$ cat src/rtl/uart_frame_tx.sv
// uart_frame_tx
//   UART transmitter with an integrated byte FIFO. Characters pushed by the
//   upstream message logic are serialised back-to-back onto txd_pin as
//   start / DATA_BITS data (LSB first) / optional parity / STOP_BITS stop.
//
// Ports
//   clk         system clock, rising edge
//   reset       asynchronous active-low reset
//   wr_en       push wr_data into the FIFO this cycle (dropped when full)
//   wr_data     character to transmit, DATA_BITS wide
//   full        FIFO holds DEPTH entries (registered)
//   empty       FIFO holds 0 entries (registered)
//   level       FIFO occupancy (registered)
//   txd_pin     serial line, idle high (registered)
//   busy        high while a frame is on the line (registered)
//   frame_done  one-cycle pulse during the last cycle of each frame's stop bits
module uart_frame_tx #(
  parameter int CLK_HZ    = 100000000,
  parameter int BIT_RATE  = 9600,
  parameter int DATA_BITS = 8,
  parameter int PARITY    = 0,
  parameter int STOP_BITS = 1,
  parameter int DEPTH     = 16
) (
  input  logic                     clk,
  input  logic                     reset,
  input  logic                     wr_en,
  input  logic [DATA_BITS-1:0]     wr_data,
  output logic                     full,
  output logic                     empty,
  output logic [$clog2(DEPTH):0]   level,
  output logic                     txd_pin,
  output logic                     busy,
  output logic                     frame_done
);

  localparam int CPB = CLK_HZ / BIT_RATE;
  localparam int AW  = $clog2(DEPTH);
  localparam int BCW = (CPB > 1) ? $clog2(CPB) : 1;

  localparam logic [BCW-1:0] BAUD_LAST = BCW'(CPB - 1);
  localparam logic [3:0]     DATA_LAST = 4'(DATA_BITS - 1);
  localparam logic [3:0]     STOP_LAST = 4'(STOP_BITS - 1);
  localparam logic [AW:0]    FULL_LVL  = (AW+1)'(DEPTH);
  localparam logic           ODD_PAR   = (PARITY == 2);

  typedef enum logic [2:0] {
    S_IDLE,
    S_START,
    S_DATA,
    S_PARITY,
    S_STOP
  } state_e;

  // ---------------------------------------------------------------------------
  // FIFO
  // ---------------------------------------------------------------------------
  logic [DATA_BITS-1:0] mem_q [DEPTH];
  logic [AW-1:0]        wptr_q, rptr_q;
  logic [AW:0]          level_q, level_d;
  logic                 full_q, empty_q;
  logic                 push, pop;
  logic [DATA_BITS-1:0] head;

  // Writes are gated by the registered full flag, so a pop in the same
  // cycle never makes room for a push that arrives while full.
  assign push = wr_en & ~full_q;
  assign head = mem_q[rptr_q];

  always_comb begin
    level_d = level_q;
    unique case ({push, pop})
      2'b10:   level_d = level_q + 1'b1;
      2'b01:   level_d = level_q - 1'b1;
      default: level_d = level_q;
    endcase
  end

  always_ff @(posedge clk) begin
    if (push) begin
      mem_q[wptr_q] <= wr_data;
    end
  end

  always_ff @(posedge clk or negedge reset) begin
    if (!reset) begin
      wptr_q  <= '0;
      rptr_q  <= '0;
      level_q <= '0;
      full_q  <= 1'b0;
      empty_q <= 1'b1;
    end else begin
      if (push) wptr_q <= wptr_q + 1'b1;
      if (pop)  rptr_q <= rptr_q + 1'b1;
      level_q <= level_d;
      full_q  <= (level_d == FULL_LVL);
      empty_q <= (level_d == '0);
    end
  end

  // ---------------------------------------------------------------------------
  // Transmit FSM
  // ---------------------------------------------------------------------------
  state_e               state_q, state_d;
  logic [BCW-1:0]       baud_q, baud_d;
  logic [3:0]           bit_q, bit_d;
  logic [DATA_BITS-1:0] shreg_q, shreg_d;
  logic                 par_q, par_d;
  logic                 txd_q, txd_d;
  logic                 busy_q, busy_d;
  logic                 done_q, done_d;
  logic                 baud_last;
  logic                 load;

  assign baud_last = (baud_q == BAUD_LAST);

  // Line outputs are registered from the current state, so txd/busy/
  // frame_done all trail the state register by one cycle and stay aligned.
  always_comb begin
    state_d = state_q;
    baud_d  = baud_q;
    bit_d   = bit_q;
    shreg_d = shreg_q;
    par_d   = par_q;
    txd_d   = 1'b1;
    busy_d  = (state_q != S_IDLE);
    done_d  = 1'b0;
    load    = 1'b0;

    unique case (state_q)
      S_IDLE: begin
        txd_d = 1'b1;
        if (!empty_q) load = 1'b1;
      end
      S_START: begin
        txd_d = 1'b0;
        if (baud_last) begin
          baud_d  = '0;
          bit_d   = '0;
          state_d = S_DATA;
        end else begin
          baud_d = baud_q + 1'b1;
        end
      end
      S_DATA: begin
        txd_d = shreg_q[0];
        if (baud_last) begin
          baud_d  = '0;
          shreg_d = shreg_q >> 1;
          if (bit_q == DATA_LAST) begin
            bit_d   = '0;
            state_d = (PARITY != 0) ? S_PARITY : S_STOP;
          end else begin
            bit_d = bit_q + 1'b1;
          end
        end else begin
          baud_d = baud_q + 1'b1;
        end
      end
      S_PARITY: begin
        txd_d = par_q;
        if (baud_last) begin
          baud_d  = '0;
          bit_d   = '0;
          state_d = S_STOP;
        end else begin
          baud_d = baud_q + 1'b1;
        end
      end
      S_STOP: begin
        txd_d = 1'b1;
        if (baud_last) begin
          baud_d = '0;
          if (bit_q == STOP_LAST) begin
            done_d = 1'b1;
            // Chain straight into the next start bit when data is waiting.
            if (!empty_q) load = 1'b1;
            else          state_d = S_IDLE;
          end else begin
            bit_d = bit_q + 1'b1;
          end
        end else begin
          baud_d = baud_q + 1'b1;
        end
      end
      default: state_d = S_IDLE;
    endcase

    if (load) begin
      shreg_d = head;
      par_d   = (^head) ^ ODD_PAR;
      baud_d  = '0;
      bit_d   = '0;
      state_d = S_START;
    end
  end

  assign pop = load;

  always_ff @(posedge clk or negedge reset) begin
    if (!reset) begin
      state_q <= S_IDLE;
      baud_q  <= '0;
      bit_q   <= '0;
      shreg_q <= '0;
      par_q   <= 1'b0;
      txd_q   <= 1'b1;
      busy_q  <= 1'b0;
      done_q  <= 1'b0;
    end else begin
      state_q <= state_d;
      baud_q  <= baud_d;
      bit_q   <= bit_d;
      shreg_q <= shreg_d;
      par_q   <= par_d;
      txd_q   <= txd_d;
      busy_q  <= busy_d;
      done_q  <= done_d;
    end
  end

  assign full       = full_q;
  assign empty      = empty_q;
  assign level      = level_q;
  assign txd_pin    = txd_q;
  assign busy       = busy_q;
  assign frame_done = done_q;

endmodule

$ cat config.mk
export PLATFORM = sky130hd
export DESIGN_NAME = uart_frame_tx
export DESIGN_NICKNAME = d
export VERILOG_FILES = /design/src/rtl/uart_frame_tx.sv
export SDC_FILE = /design/constraint.sdc
export NUM_CORES = 1
export LEC_CHECK = 0
export CORE_UTILIZATION = 50
export DETAILED_ROUTE_END_ITERATION = 10
export MAX_ROUTING_LAYER = met4
export PLACE_DENSITY = 0.73
export SYNTH_ARGS = -nofsm -noshare
export SYNTH_HDL_FRONTEND = slang
export SYNTH_SLANG_ARGS = --single-unit
$ cat constraint.sdc
create_clock -name clk -period 6.4 [get_ports clk]
set_input_delay 1.92 -clock clk [delete_from_list [all_inputs] [get_ports clk]]
set_output_delay 1.92 -clock clk [all_outputs]
set_load 0.005 [all_outputs]
==> results.sh <==
export IMPL_dp_hpwl_um=9101
export IMPL_max_slew_margin=0.2929
export IMPL_syn_nets=515
export IMPL_drt_iter0_markers=336
export IMPL_core_area_sq_um=14590
export IMPL_grt_max_degree=49
export IMPL_cts_sinks=176
export IMPL_synth_seq_cells=176
export IMPL_hold_path_class="reg2reg"
export IMPL_tightest_slew_ns=1.061
export IMPL_cts_made_buffers=17
export IMPL_cts_resized=0
export IMPL_grt_usage=0.2065
export IMPL_finalClockSkew_ns=0.01315
export IMPL_outcome="complete, no violations"
export IMPL_tritoncts="built"
export IMPL_yosys_top_cells_count="edfxtp_1 (128), dfrtp_1 (46), nand2_1 (41)"
export IMPL_die_area_sq_um=15510
export IMPL_die_x_um=124.5
export IMPL_setup_violations=0
export IMPL_yosysMostFrequentCell="edfxtp_1"
export IMPL_dpl_worst_slack_ns=1.372
export IMPL_synth_async_reset_ratio=0.2727
export IMPL_period_share=0.7182
export IMPL_drv_slew=0
export IMPL_ios=21
export IMPL_reg2reg_depth=16
export IMPL_overflow=0
export IMPL_syn_area_sq_um=7507
export IMPL_p_leak_nw=3.006
export IMPL_drive_gt1_frac=0.1597
export IMPL_row_count=44
export IMPL_start_util=0.5146
export IMPL_grt_pass1_wl_um=23160
export IMPL_hold_buffers=0
export IMPL_nets=535
export IMPL_hold_depth=2
export IMPL_placement_io_buffers=20
export IMPL_finalSetupTns_ns=0
export IMPL_yosysSeqAreaShare=0.6723
export IMPL_synth_edf_count=128
export IMPL_hold_ws_ns=0.5056
export IMPL_wl_met2_um=7504
export IMPL_post_route_util=0.5778
export IMPL_fin_crit_ns=4.596
export IMPL_fin_ws_ns=1.804
export IMPL_synth_top_area_share=0.5120
export IMPL_antenna_found_initial=0
export IMPL_highest_layer="met4"
export IMPL_cp_start_kind="primary input"
export IMPL_end_kind="register"
export IMPL_layout_area_overhead_vs_synth_pct=12.28
export IMPL_drt_pass1_iter_count=5
export IMPL_post_route_drc_count=0
export IMPL_critical_path_class="in2reg"
export IMPL_ys_warn_count=0
export IMPL_rsz0062_at_grt="false"
export IMPL_drt_vias_per_instance=5.785
export IMPL_cts_path_max_buffers=2
export IMPL_first_global_vias=4311
export IMPL_maxCapViolCount=0
export IMPL_m1WireLength_um=5917
export IMPL_fillers=1078
export IMPL_yosysUniqueCellTypes=48
export IMPL_post_cts_setup_buffers=0
export IMPL_p_total_mw=3.651
export IMPL_synth_flop_cell="edfxtp_1"
export IMPL_htree_levels=4
export IMPL_cp_max_fo=8
export IMPL_pwr_density_cell_nw_per_um2=433.1
export IMPL_cp_arrival_ns=4.96
export IMPL_multi_input_area_sq_um=2307
export IMPL_wl_per_cell_um=20.02
export IMPL_max_freq_ghz=0.2176
export IMPL_clk_pin_slew_ns=0.08
export IMPL_clkLatencyLatePin_ns=0.43
export IMPL_diodes=0
export IMPL_slowest_stage="or4_1"
export IMPL_cts_root_buf="clkbuf_16"
export IMPL_vias=4107
export IMPL_slowest_delay_ns=0.54
export IMPL_gp_congestion=0.7547
export IMPL_wl_met3_um=683
export IMPL_peakVddDrop_mv=0.2557
export IMPL_finalHoldViolCount=0
export IMPL_synthCells=493
export IMPL_ant_nets=0
export IMPL_synth_top_cells_by_area="edfxtp_1 (51%), dfrtp_1 (15%), mux4_2 (9.6%)"
export IMPL_regArea_sq_um=5050
export IMPL_synth_area_per_cell_sq_um=15.23
export IMPL_totalWireLength_um=14210
export IMPL_die_h_um=124.5
export IMPL_cp_cell_sequence="clkdlybuf4s50_1, nor2b_1, inv_1, ha_1, xor2_1, ha_1, a21oi_1, xnor2_1, nand2b_1, xnor2_1, or4_1, nor2b_1"
export IMPL_cp_required_ns=6.77
export IMPL_synth_top_area_cell="edfxtp_1"
routing by layer:
layer / global-route usage / up-vias
met5: - / -
met4: 0.05315 / 0
met3: 0.05670 / 12
met2: 0.3325 / 97
met1: 0.2600 / 2116
li1: - / 1882
cells in the final DEF (no fill, tap or decap), types with 2 or more instances in the layout:
cell,n
edfxtp_1,128
dfrtp_1,44
nand2_1,41
nor2_1,35
mux4_2,32
xnor2_1,20
clkdlybuf4s50_1,19
and2_1,18
a22oi_1,17
clkbuf_16,17
nand3_1,13
o21ai_0,12
ha_1,11
a21oi_1,10
inv_1,9
xor2_1,9
nor2b_1,8
o21ai_1,8
mux2i_1,7
nand2b_1,6
nor3_1,6
nand4_1,5
inv_8,5
or2_2,3
clkinv_8,3
mux2_2,2
a31oi_1,2
nand2_2,2
clkinv_2,2
nor3b_1,2
and3_1,2
or4_1,2
inv_6,2
clkinvlp_4,2
dfstp_2,2
buf_4,2
dfrtp_2,2
kinds of logic after synthesis:
family,synth area share
DFF,0.6723
muxes,0.1083
and+or+nand+nor,0.1002
adders and majority gates,0.01833
xor gates and xnor gates,0.03383
AOI/OAI and AO/OA,0.04667
buffers and inverters,0.02033
worst max-delay path, delay by kind of cell:
| kind | cells | cell delay (ns) |
|---|---|---|
| and+or+nand+nor | 4 | 1.19 |
| buffers and inverters | 2 | 0.64 |
| adders and majority gates | 2 | 0.56 |
| xor gates and xnor gates | 3 | 0.49 |
| AOI/OAI and AO/OA | 1 | 0.15 |
path summary, 6_finish.rpt:
| path | from | endpoint | slack, ns |
|---|---|---|---|
| max reg2reg | baud_q[9] | full | 2.33 |
| min | shreg_q[0] | shreg_q[0] | 0.51 |
| min reg2reg | shreg_q[0] | shreg_q[0] | 0.51 |
| min in group asynchronous | reset | baud_q[5] | 1.68 |
| max | wr_en | full | 1.80 |
| max in group asynchronous | reset | rptr_q[2] | 3.99 |
metrics by stage:
stage               cell area, sq um  std cells
floorplan                       7507        493
global placement                7836        678
detailed placement              7836        678
CTS                             8429        710
global route                    8429        710
finish                          8429        710
power breakdown:
| group | internal (mW) | leakage (nW) | switching, mW |
|---|---|---|---|
| Sequential | 1.41 | 1.76 | 0.158 |
| Combinational | 0.519 | 0.962 | 0.546 |
| Clock | 0.526 | 0.285 | 0.493 |
flip-flops by register name, summed over array words and instances, names as in the netlist, 3 cells and up:
signal	count
shreg_q	8
wptr_q	4
baud_q	14
level	5
bit_q	4
state_q	3
mem_q	128
rptr_q	4
layout make-up:
cell class                 count  share of cell area
clock buffer                  17             0.05047
clock inverter                15             0.01989
inverter                      10            0.004601
multi-input combinational    286              0.2737
sequential                   176              0.5991
tap                          184             0.02731
timing repair buffer          22             0.02494
No activity file was read; power rests on OpenSTA's default activity.
